File: config.mk
export PLATFORM = sky130hd
export DESIGN_NAME = player_ctrl
export DESIGN_NICKNAME = d
export VERILOG_FILES = /design/src/rtl/player_pkg.sv /design/src/rtl/player_ctrl_axis_step.sv /design/src/rtl/player_ctrl.sv
export SDC_FILE = /design/constraint.sdc
export NUM_CORES = 1
export LEC_CHECK = 0
export BUFFER_PORTS_ARGS = -buffer_cell sky130_fd_sc_hd__buf_2
export CORE_MARGIN = 4
export CORE_UTILIZATION = 60
export DETAILED_ROUTE_END_ITERATION = 6
export GPL_TIMING_DRIVEN = 0
export MAX_ROUTING_LAYER = met4
export PLACE_DENSITY = 0.81
export SYNTH_ARGS = -nofsm -noshare
export SYNTH_HDL_FRONTEND = slang
export SYNTH_HIERARCHICAL = 1
export SYNTH_SLANG_ARGS = --single-unit
File: constraint.sdc
create_clock -name clk22 -period 6.1 [get_ports clk22]
set_clock_uncertainty 0.05 [all_clocks]
set_input_delay 1.22 -clock clk22 [delete_from_list [all_inputs] [get_ports clk22]]
set_output_delay 1.22 -clock clk22 [all_outputs]
set_load 0.02 [all_outputs]
File: src/rtl/player_pkg.sv
// Shared definitions for the player-ship controller: state encoding,
// button bit positions and a small elaboration-time helper.
package player_pkg;

  typedef enum logic [1:0] {
    ST_ALIVE  = 2'd0,
    ST_DYING  = 2'd1,
    ST_INVULN = 2'd2,
    ST_OVER   = 2'd3
  } state_e;

  localparam int BTN_UP = 0;
  localparam int BTN_DN = 1;
  localparam int BTN_LT = 2;
  localparam int BTN_RT = 3;

  function automatic int max_int(input int a, input int b);
    return (a > b) ? a : b;
  endfunction

endpackage

File: src/rtl/player_ctrl_axis_step.sv
// One axis of player motion: signed add of +/-step, then clamp into [MIN,MAX].
// The sum is formed two bits wider than the position so underflow never wraps.
module axis_step #(
  parameter int W   = 10,
  parameter int MIN = 0,
  parameter int MAX = 440
) (
  input  logic [W-1:0] pos,
  input  logic         neg,
  input  logic         posdir,
  input  logic [W-1:0] step,
  input  logic         en,
  output logic [W-1:0] next
);

  localparam logic signed [W+1:0] MIN_S = (W+2)'(MIN);
  localparam logic signed [W+1:0] MAX_S = (W+2)'(MAX);

  logic signed [W+1:0] delta_s;
  logic signed [W+1:0] sum_s;

  // Signed delta from the button pair, then clamp the candidate position
  always_comb begin
    delta_s = {(W+2){1'b0}};
    if (posdir && !neg) begin
      delta_s = $signed({2'b00, step});
    end else if (neg && !posdir) begin
      delta_s = -$signed({2'b00, step});
    end else begin
      delta_s = {(W+2){1'b0}};
    end

    sum_s = $signed({2'b00, pos}) + delta_s;

    if (!en) begin
      next = pos;
    end else if (sum_s < MIN_S) begin
      next = W'(MIN);
    end else if (sum_s > MAX_S) begin
      next = W'(MAX);
    end else begin
      next = sum_s[W-1:0];
    end
  end

endmodule

File: src/rtl/player_ctrl.sv
// Player-ship controller: clamped movement, hit/death/respawn/invulnerability
// state machine and lives counter. All outputs come straight from flops.
module player_ctrl
  import player_pkg::*;
#(
  parameter int XW         = 10,
  parameter int X_MIN      = 0,
  parameter int X_MAX      = 440,
  parameter int Y_MIN      = 0,
  parameter int Y_MAX      = 480,
  parameter int SPAWN_X    = 220,
  parameter int SPAWN_Y    = 360,
  parameter int SPD_FAST   = 2,
  parameter int SPD_SLOW   = 1,
  parameter int LIVES      = 3,
  parameter int DEATH_CYC  = 32,
  parameter int INVULN_CYC = 64,
  localparam int LW        = $clog2(LIVES + 1)
) (
  input  logic          clk22,
  input  logic          rst,
  input  logic [3:0]    btn,
  input  logic          focus,
  input  logic          hit,
  input  logic          freeze,
  output logic [XW-1:0] posx,
  output logic [XW-1:0] posy,
  output logic [1:0]    state,
  output logic          invuln,
  output logic [LW-1:0] lives,
  output logic          gameover
);

  localparam int TMAX = max_int(DEATH_CYC, INVULN_CYC);
  localparam int TW   = (TMAX > 1) ? $clog2(TMAX) : 1;

  state_e        state_q, state_d;
  logic [XW-1:0] posx_q, posx_d;
  logic [XW-1:0] posy_q, posy_d;
  logic [LW-1:0] lives_q, lives_d;
  logic [TW-1:0] timer_q, timer_d;
  logic          invuln_q, invuln_d;
  logic          gameover_q, gameover_d;

  logic [XW-1:0] step_s;
  logic          move_en_s;
  logic [XW-1:0] nx_s, ny_s;

  // Movement is allowed in ALIVE (unless this cycle's hit is taken) and INVULN
  always_comb begin
    step_s    = focus ? XW'(SPD_SLOW) : XW'(SPD_FAST);
    move_en_s = 1'b0;
    if (freeze) begin
      move_en_s = 1'b0;
    end else if (state_q == ST_ALIVE) begin
      move_en_s = !hit;
    end else if (state_q == ST_INVULN) begin
      move_en_s = 1'b1;
    end else begin
      move_en_s = 1'b0;
    end
  end

  axis_step #(.W(XW), .MIN(X_MIN), .MAX(X_MAX)) u_axis_x (
    .pos    (posx_q),
    .neg    (btn[BTN_LT]),
    .posdir (btn[BTN_RT]),
    .step   (step_s),
    .en     (move_en_s),
    .next   (nx_s)
  );

  axis_step #(.W(XW), .MIN(Y_MIN), .MAX(Y_MAX)) u_axis_y (
    .pos    (posy_q),
    .neg    (btn[BTN_UP]),
    .posdir (btn[BTN_DN]),
    .step   (step_s),
    .en     (move_en_s),
    .next   (ny_s)
  );

  // Next-state, timer, lives and position; freeze holds everything
  always_comb begin
    state_d = state_q;
    posx_d  = posx_q;
    posy_d  = posy_q;
    lives_d = lives_q;
    timer_d = timer_q;

    if (freeze) begin
      state_d = state_q;
    end else begin
      case (state_q)
        ST_ALIVE: begin
          if (hit) begin
            state_d = ST_DYING;
            lives_d = (lives_q != {LW{1'b0}}) ? lives_q - LW'(1) : {LW{1'b0}};
            timer_d = TW'(DEATH_CYC - 1);
          end else begin
            posx_d = nx_s;
            posy_d = ny_s;
          end
        end
        ST_DYING: begin
          if (timer_q != {TW{1'b0}}) begin
            timer_d = timer_q - TW'(1);
          end else if (lives_q == {LW{1'b0}}) begin
            state_d = ST_OVER;
          end else begin
            state_d = ST_INVULN;
            posx_d  = XW'(SPAWN_X);
            posy_d  = XW'(SPAWN_Y);
            timer_d = TW'(INVULN_CYC - 1);
          end
        end
        ST_INVULN: begin
          posx_d = nx_s;
          posy_d = ny_s;
          if (timer_q != {TW{1'b0}}) begin
            timer_d = timer_q - TW'(1);
          end else begin
            state_d = ST_ALIVE;
          end
        end
        ST_OVER: begin
          state_d = ST_OVER;
        end
        default: begin
          state_d = ST_OVER;
        end
      endcase
    end

    // Flags track the state being entered so they line up with state_q
    invuln_d   = (state_d == ST_INVULN);
    gameover_d = (state_d == ST_OVER);
  end

  // State and datapath registers with synchronous reset
  always_ff @(posedge clk22) begin
    if (rst) begin
      state_q    <= ST_ALIVE;
      posx_q     <= XW'(SPAWN_X);
      posy_q     <= XW'(SPAWN_Y);
      lives_q    <= LW'(LIVES);
      timer_q    <= {TW{1'b0}};
      invuln_q   <= 1'b0;
      gameover_q <= 1'b0;
    end else begin
      state_q    <= state_d;
      posx_q     <= posx_d;
      posy_q     <= posy_d;
      lives_q    <= lives_d;
      timer_q    <= timer_d;
      invuln_q   <= invuln_d;
      gameover_q <= gameover_d;
    end
  end

  assign posx     = posx_q;
  assign posy     = posy_q;
  assign state    = state_q;
  assign invuln   = invuln_q;
  assign lives    = lives_q;
  assign gameover = gameover_q;

endmodule

Word-level counts from Yosys, hierarchy flattened:

Cells that the tools add are included.

* register bits: 32
* bits in latches: 0
* RAM bits: 0
* ROM bits: 0
* input port bits: 9
* logic and storage cells: 79
* memories: 0

* add/sub/neg operators: 5
* multipliers: 0
* divide/modulo/power cells: 0
* $lt $le $gt $ge: 4
* eq/ne operators: 11
* shift-type cells: 0
* mux-type cells: 34
* bitwise gates (word level): 1
* reduce and logical (&&, ||, !) cells: 17

Operators with widths (count)
* $mux 10: 12
* $pmux 10 s3: 2
* $mux 12: 4
* $add 11x12->12: 2
* $gt 12x10->1 const B: 2
* $lt 12x1->1 const B: 2
* $mux 6: 4
* $pmux 6 s3: 1
* $mux 2: 6
* $neg 2->12: 1
* $reduce_and 5->1: 2
* $eq 2x2->1 const B: 4
* $ne 2x2->1 const B: 4
* $pmux 2 s4: 1
* $reduce_bool 6->1: 1
* $sub 6x1->6 const B: 1
* $logic_not 1->1: 5
* $logic_and 1x1->1: 4
* $logic_not 2->1: 2
* $mux 1: 4
* $ne 3x3->1 const B: 1
* $reduce_and 3->1: 1
* $reduce_bool 3->1: 1
* $eq 2x1->1 const B: 1
* 4 further kinds: 4

Longest topological paths before layout:

Gate-level depths: netlist of the first run.

* depth after elaboration: 11
* mapped depth: 16
* gate-level depth less buffers: 16

By module:

The synthesis of the first run kept the hierarchy.

By module, submodules not included
* player_ctrl: times used 1, cells each 144, area each 1451.4 sq um, sequential area each 640.6 sq um
* axis_step (u_axis_y): times used 1, cells each 140, area each 1078.5 sq um, sequential area each 0.0 sq um
* axis_step (u_axis_x): times used 1, cells each 128, area each 1011.0 sq um, sequential area each 0.0 sq um

Worst setup path after synthesis of the first run:

OpenSTA, ideal clock, no wires.

* path type: input to register
* start: input port focus
* end: register posy_q[3] (netlist: posy[3])
* library setup time: 0.058 ns
* arrival: 4.664 ns
* required time: 5.992 ns
* setup slack: 1.328 ns
* stages: 15
* buffers on the path: 1
* cells stage by stage: inv_1 > inv_1 > ha_1 > or4b_4 > or3_2 > a32o_1 > ha_1 > a221oi_1 > o21ai_0 > a311oi_1 > or4b_1 > buf_6 > nand3_2 > o41ai_2 > o22a_1

* word-level cells in the longest chain between the ends: 11
* elaborated cells on any way between the ends: 12
* those cells by class: add/sub (2); order compare (2); mux (8)

RTL lines
* start, declared: line player_ctrl.sv:23 `input logic focus,`
* $mux 2 *: line player_ctrl.sv:51 `step_s = focus ? XW'(SPD_SLOW) : XW'(SPD_FAST);`
* $neg 2->12: line player_ctrl_axis_step.sv:28 `delta_s = -$signed({2'b00, step});`
* $mux 12: line player_ctrl_axis_step.sv:27 `end else if (neg && !posdir) begin`
* $mux 12 *: line player_ctrl_axis_step.sv:25 `if (posdir && !neg) begin`
* $add 11x12->12 *: line player_ctrl_axis_step.sv:33 `sum_s = $signed({2'b00, pos}) + delta_s;`
* $gt 12x10->1: line player_ctrl_axis_step.sv:39 `end else if (sum_s > MAX_S) begin`
* $mux 10: line player_ctrl_axis_step.sv:39
* $mux 10 *: line player_ctrl_axis_step.sv:37 `end else if (sum_s < MIN_S) begin`
* $mux 10 *: line player_ctrl_axis_step.sv:35 `if (!en) begin`
* named net ny_s[3]: line player_ctrl.sv:47 `logic [XW-1:0] nx_s, ny_s;`
* $mux 10: line player_ctrl.sv:95 `if (hit) begin`
* $pmux 10 s3 *: line player_ctrl.sv:93 `case (state_q)`
* end signal, assigned: line player_ctrl.sv:144 `posy_q <= XW'(SPAWN_Y);`
* end signal, assigned: line player_ctrl.sv:152 `posy_q <= posy_d;`
* end, declared: line player_ctrl.sv:39 `logic [XW-1:0] posy_q, posy_d;`

Mark *: on every way through the listed nets, which the timed path passes. The rest lies on a longest branch. The select of a mux whose other input is x is not followed.
A chain may end at the register's enable or synchronous reset.

Final worst setup path of the first run:

* start: input port focus
* end: register posy_q[2] (netlist: posy[2])

* word-level cells in the longest chain between the ends: 11
* elaborated cells on any way between the ends: 12
* those cells by class: add/sub (2); order compare (2); mux (8)

RTL lines
* $mux 2 *: line player_ctrl.sv:51
* named net step_s[1]: line player_ctrl.sv:45 `logic [XW-1:0] step_s;`
* $neg 2->12: line player_ctrl_axis_step.sv:28
* $mux 12: line player_ctrl_axis_step.sv:27
* $mux 12 *: line player_ctrl_axis_step.sv:25
* $add 11x12->12 *: line player_ctrl_axis_step.sv:33
* $gt 12x10->1: line player_ctrl_axis_step.sv:39
* $mux 10: line player_ctrl_axis_step.sv:39
* $mux 10 *: line player_ctrl_axis_step.sv:37
* $mux 10 *: line player_ctrl_axis_step.sv:35
* named net ny_s[2]: line player_ctrl.sv:47
* $mux 10: line player_ctrl.sv:95
* $pmux 10 s3 *: line player_ctrl.sv:93

Marks and branches as above.

==> results of run 1 <==
-- cells by family (layout without fill, tap and decap cells) --
kind of cell,count (synthesis),in the layout,synth area share
other cells,1,73,0.00106
flops,32,32,0.181
xor+xnor,28,28,0.0693
buf+inv,39,79,0.0484
mux,1,1,0.00283
fa+ha+maj,37,37,0.135
compound gates,150,150,0.355
simple gates,124,124,0.207
-- registers in the layout (all words and copies together), names as in the netlist --
register  cells
posy         10
invuln        1
posx         10
timer_q       6
lives         2
state         2
gameover      1
-- worst register-to-register path: cells and delay by family (launching register included) --
kind                     cells  cell delay (ns)
AO/OA/AOI/OAI                6             1.77
XOR/XNOR                     1             0.21
adder cells (fa/ha/maj)      2             0.64
flip-flops                   1             0.34
-- worst max path at each step --
| stage | to | slack, ns | cells past startpoint |
|---|---|---|---|
| final | posy[2] | 0.80 | 16 |
| after CTS | posy[2] | 0.89 | 16 |
| after detailed placement | posy[3] | 0.61 | 16 |
| after global placement | posy[2] | 0.76 | 16 |
| after floorplan | posy[3] | 1.33 | 15 |
| after global routing | posy[2] | 0.56 | 16 |
-- layout make-up --
type                            count  area [um2]  area share
Multi-Input combinational cell    413        3000       0.720
Sequential cell                    32         641       0.154
Timing Repair Buffer               33         165      0.0397
Inverter                           27         101      0.0243
Clock buffer                        7        96.3      0.0231
Tap cell                           72        90.1      0.0216
Buffer                             12        70.1      0.0168
-- through the flow --
step,setup WS (ns),total power (uW),cells
after global routing,0.558,749,596
final,0.801,700,596
after detailed placement,0.611,526,589
after CTS,0.889,700,596
after global placement,0.762,517,589
after floorplan,1.33,467,484
-- cell usage in the layout, fill, tap and decap left out, types with 4 or more instances in the layout --
cell / n
a32o_1: 8
a21oi_1: 14
buf_2: 34
nand2b_1: 4
clkbuf_1: 7
clkbuf_8: 7
ha_1: 35
a311oi_1: 4
or2_2: 4
xnor2_1: 16
o211ai_1: 7
dfxtp_1: 32
nand3_1: 8
o22a_1: 9
xor2_1: 12
o221ai_1: 4
a21o_1: 6
o311a_1: 7
nor3_1: 8
o21ai_0: 21
nor2b_1: 6
nand4_1: 6
conb_1: 73
nor2_1: 26
inv_1: 26
a22o_1: 17
o21a_1: 6
nand2_1: 25
-- routing by layer --
metal | vias to the layer above | share of wire | global-route usage | wire [um]
met5 | - | 0 | - | 0
met2 | 72 | 0.52 | 0.429 | 4340
met1 | 1636 | 0.44 | 0.298 | 3690
met4 | 0 | 0.0067 | 0.0417 | 56
li1 | 1737 | - | - | -
met3 | 8 | 0.031 | 0.0272 | 255
-- power by group through the flow --
stage               clock [uW]  sequential [uW]  combinational [uW]
CTS                        177              232                 291
global placement             0              236                 281
detailed placement           0              236                 290
finish                     171              232                 296
floorplan                    0              241                 227
global route               188              234                 327
==> metrics.md, run 1 <==
| Metric | Value |
|---|---|
| Final core occ | 0.742 |
| Reg2reg end | posy[5] |
| Class of the worst hold path | reg2reg |
| MaxCap Viol Count | 0 |
| Vias | 3453 |
| Clk sinks | 32 |
| Filler cells | 474 |
| Final Setup Violations | 0 |
| Combinational power share | 0.424 |
| Pin count of the biggest net entering global routing | 11 |
| Final min period | 5.30 ns |
| WHS Endpoint | lives[1] |
| CP required | 6.26 ns |
| CP peak stage delay | 0.52 ns |
| Crit path from | focus |
| Reg power frac | 0.331 |
| Worst path slowest cell | or4b_4 |
| Post-synth top area share | 0.181 |
| Slew margin rel. | 0.553 |
| Post-synth top area cell | dfxtp_1 |
| Reg2Reg Depth | 9 |
| Number of global-route vias before repair | 3145 |
| Final nets | 570 |
| Reg2reg start | posy[0] |
| CP delay by family, top | compound AO/OA/AOI/OAI gates |
| Top post-synthesis cells by count | ha_1, dfxtp_1, inv_1, nor2_1, nand2_1 |
| Hold WS | 0.466 ns |
| Ports | 35 |
| Achievable Freq | 189 MHz |
| Critical path class | in2reg |
| Die width | 84.8 um |
| Cts bufs inserted | 5 |
| Row count | 27 |
| Starting density of the core | 0.631 |
| Dpl cell area | 0.00407 mm2 |
| Worst VDD drop | 209 uV |
| Synth-to-Final Area Change | 17.6% |
| Int Pwr | 439 uW |
| Critical path capture point type | register |
| TritonCTS clock tree | built |
| Clk buf depth | 2 |
| Pwr dens | 168 mW/mm2 |
| CORE AREA | 0.00561 mm2 |
| Arr. time, crit path | 5.46 ns |
| Largest cells by area after synthesis | dfxtp_1, ha_1, a22o_1 |
| Post-Syn Instances | 412 |
| CP Buf/Inv Count | 4 |
| Worst Hold Depth | 2 |
| Post-route ant nets | 0 |
| Sequential share of the synthesized area | 0.181 |
| Pre-antenna DRT Iters | 5 |
| Asr flop ratio synth | 0 |
| First-pass GRT wire length | 14400 um |
| GRT Util Overall | 0.241 |
| Sw Share | 0.373 |
| Die height | 84.8 um |
| Share of cells above drive strength 1 | 0.162 |
| DR DRC count | 0 |
| Top_reg_cell synth | dfxtp_1 |
| Clk_lat worst skew | 0.27 ns |
| # hold bufs at CTS | 0 |
| Tcrit/Tclk final | 0.869 |
| Max H-tree Level | 2 |
| GRT overflow | 0 |
| Worst path cell trace | buf_2 -> inv_1 -> inv_1 -> ha_1 -> or4b_4 -> or3_2 -> a32o_1 -> ha_1 -> a221oi_1 -> o21ai_0 -> a311oi_1 -> or4b_1 -> buf_6 -> nand3_2 -> o41ai_2 -> a22o_1 |
| Post-synth EDFFs | 0 |
| Synth warn | 6 |
| Initial antenna violation count | 0 |
| RSZ-0062 raised after global routing | false |
| Final Hold Fails | 0 |
| Crit path max fanout | 8 |
| Critical Path Start Type | primary input |
| Clock tree root driver cell | clkbuf_8 |
| Buffers on Ports | 33 |
| Worst Tran Pin Value | 0.670 ns |
| First DRT Iteration DRCs | 184 |
| Min-Delay Startpoint | lives[1] |
| Placer Congestion | 0.910 |
| Antenna Diode Count | 0 |
| Final Max Tran Viols | 0 |
| P_sw | 261 uW |
| Vias per cell | 5.79 |
| # Post-CTS Setup Buffers | 0 |
| Syn_area_per_cell | 8.59 um2 |
| Final setup TNS | 0 ns |
| Clock share of power | 0.245 |
| Total of cells resized after clock tree synthesis | 0 |
| Most frequent cell after synthesis | ha_1 |
| Die area | 0.00719 mm2 |
| Seq cells post-synth | 32 |
| DP Wirelength | 6750 um |
| Routed wire length | 8330 um |
| Status | finished clean |
| P_leak | 0.00188 uW |
| Mapped Area | 0.00354 mm2 |
| Unique masters post-synth | 83 |
| Routed wire per std cell | 14.0 um |
| Clk slew on worst S/H paths | 0.06 ns |
| Final Cell Area | 0.00416 mm2 |
| Internal reg-to-reg setup slack | 2.98 ns |
Power figures use the tool's default switching activity.
==> inputs of run 2 (changes only) <==
GPL_TIMING_DRIVEN = not set   (was 0)
==> run 2 against run 1 <==
Compared with the run above: sequential cell count stayed put; routed wire length increased by 1.5%; total power rose by 3.9%; via count grew 0.84%; clock power up 18%; critical endpoint is now posy[3]; largest cell class unchanged; largest power group unchanged; highest routed layer unchanged.
==> metrics.md, run 2 (synthesis results as in run 1) <==
| Metric | Value |
|---|---|
| Cell count after placement | 579 (-1.7%) |
| Commonest non-fill, non-tap cell in the layout | conb_1 |
| Routed wire length | 8460 um (+1.5%) |
| Final Setup Violations | 0 (unchanged) |
| WL met3 | 448 um (+76%) |
| Vias per cell | 5.93 (+2.4%) |
| Dpl cell area | 0.00401 mm2 (-1.4%) |
| DR DRC count | 0 (unchanged) |
| Final setup TNS | 0 ns (unchanged) |
| Post-route ant nets | 0 (unchanged) |
| Number of global-route vias before repair | 3218 (+2.3%) |
| Final Cell Area | 0.00412 mm2 (-1.0%) |
| Critical path capture point type | register |
| Critical path class | in2reg |
| Die width | 84.8 um (unchanged) |
| First DRT Iteration DRCs | 237 (+29%) |
| DP Wirelength | 6670 um (-1.2%) |
| First-pass GRT wire length | 14300 um (-0.86%) |
| Final core occ | 0.735 (-0.00759) |
| GRT overflow | 0 (unchanged) |
| Clk_lat worst skew | 0.29 ns (+0.02 ns) |
| Commonest cells after routing, fill and taps aside | conb_1, ha_1, buf_2 |
| Synth-to-Final Area Change | 16.4% |
| Clk sinks | 32 (unchanged) |
| Slew margin rel. | 0.451 (-0.102) |
| P_leak | 0.00186 uW (-1.1%) |
| # hold bufs at CTS | 0 (unchanged) |
| Final nets | 560 (-1.8%) |
| Starting density of the core | 0.631 (unchanged) |
| Achievable Freq | 197 MHz (+4.2%) |
| Place WS | 0.729 ns (+0.118 ns) |
| Clk buf depth | 2 (unchanged) |
| Pin count of the biggest net entering global routing | 27 (+16) |
| Status | finished clean |
| M1 wire length | 3730 um (+1.3%) |
| GRT Util Overall | 0.240 (-0.00165) |
| Clock tree root driver cell | clkbuf_8 |
| CORE AREA | 0.00561 mm2 (unchanged) |
| Die area | 0.00719 mm2 (unchanged) |
| Final Max Tran Viols | 0 (unchanged) |
| Placer Congestion | 0.917 (+0.75%) |
| TritonCTS clock tree | built |
| Arr. time, crit path | 5.27 ns (-0.19 ns) |
| Cts bufs inserted | 5 (unchanged) |
| Pwr dens | 176 mW/mm2 (+5.0%) |
| Uppermost routed layer | met4 |
| Share of cells above drive strength 1 | 0.161 (-0.00105) |
| Crit path from | focus |
| RSZ-0062 raised after global routing | false |
| Buffers on Ports | 34 (+3.0%) |
| MaxCap Viol Count | 0 (unchanged) |
| Min-Delay Startpoint | lives[1] |
| Vias | 3482 (+0.84%) |
| Slack of the critical path | 1.01 ns (+0.213 ns) |
| Antenna Diode Count | 0 (unchanged) |
| Pre-antenna DRT Iters | 5 (unchanged) |
| Final Hold Fails | 0 (unchanged) |
| Max H-tree Level | 2 (unchanged) |
| Worst VDD drop | 179 uV (-14%) |
| Routed wire per std cell | 14.4 um (+3.1%) |
| Row count | 27 (unchanged) |
| CP required | 6.28 ns (+0.02 ns) |
| Crit path max fanout | 8 (unchanged) |
| Worst Tran Pin Value | 0.824 ns (+0.154 ns) |
| Total of cells resized after clock tree synthesis | 0 (unchanged) |
| Tcrit/Tclk final | 0.834 (-0.0350) |
| Die height | 84.8 um (unchanged) |
| Met2 WL | 4190 um (-3.4%) |
| Non-Filler Instances | 587 (-1.5%) |
| Final min period | 5.09 ns (-0.213 ns) |
| Critical Path Start Type | primary input |
| Class of the worst hold path | reg2reg |
| Ports | 35 (unchanged) |
| Clk slew on worst S/H paths | 0.07 ns (about the same) |
| Initial antenna violation count | 0 (unchanged) |
| # Post-CTS Setup Buffers | 0 (unchanged) |
| Reg2reg start | posy[0] |
==> run 2: changes by cell type in the layout (fill, tap and decap cells not counted), sizes merged <==
cell,change
buf,-2
clkinv,+1
clkinvlp,+1
clkbuf,-10
bufinv,+1
==> run 2: per-layer routing <==
layer | global-route usage | up-vias
met3 | 0.0330 | 11
met1 | 0.308 | 1639
li1 | - | 1726
met5 | - | -
met2 | 0.403 | 106
met4 | 0.0504 | 0
==> run 2: power by group <==
group          switching [uW]  internal (uW)
Sequential               13.2            219
Clock                    80.3            121
Combinational             177            117
==> run 2: path summary, 6_finish.rpt <==
kind | slack [ns] | cells past startpoint | to
setup / recovery | 1.01 | 15 | posy[3]
hold / removal | 0.46 | 2 | lives[0]
setup reg to reg | 2.99 | 9 | posy[6]
hold reg to reg | 0.46 | 2 | lives[0]
==> run 2: metrics by stage <==
step                hold slack [ns]  total power, uW
floorplan                     0.463              467
global placement              0.450              515
detailed placement            0.460              523
CTS                           0.466              725
global route                  0.510              770
finish                        0.459              727
==> run 2: critical path: stages <==
cell      delay [ns]
buf_2           0.15
inv_1           0.13
inv_1           0.08
ha_1            0.18
or4b_4          0.53
or3_2           0.43
a32o_1          0.29
ha_1            0.34
a221oi_1        0.25
o21ai_0         0.15
a311oi_1        0.36
or4b_1          0.31
nand3_2         0.21
o41ai_2         0.44
o22a_1          0.18
==> run 2: cell type report <==
type / instances / area, um2
multi-input combinational: 413 / 3000
fill: 463 / 1490
sequential: 32 / 641
timing repair buffer: 35 / 178
inverter: 27 / 101
tap: 72 / 90.1
clock buffer: 5 / 68.8
clock inverter: 3 / 42.5
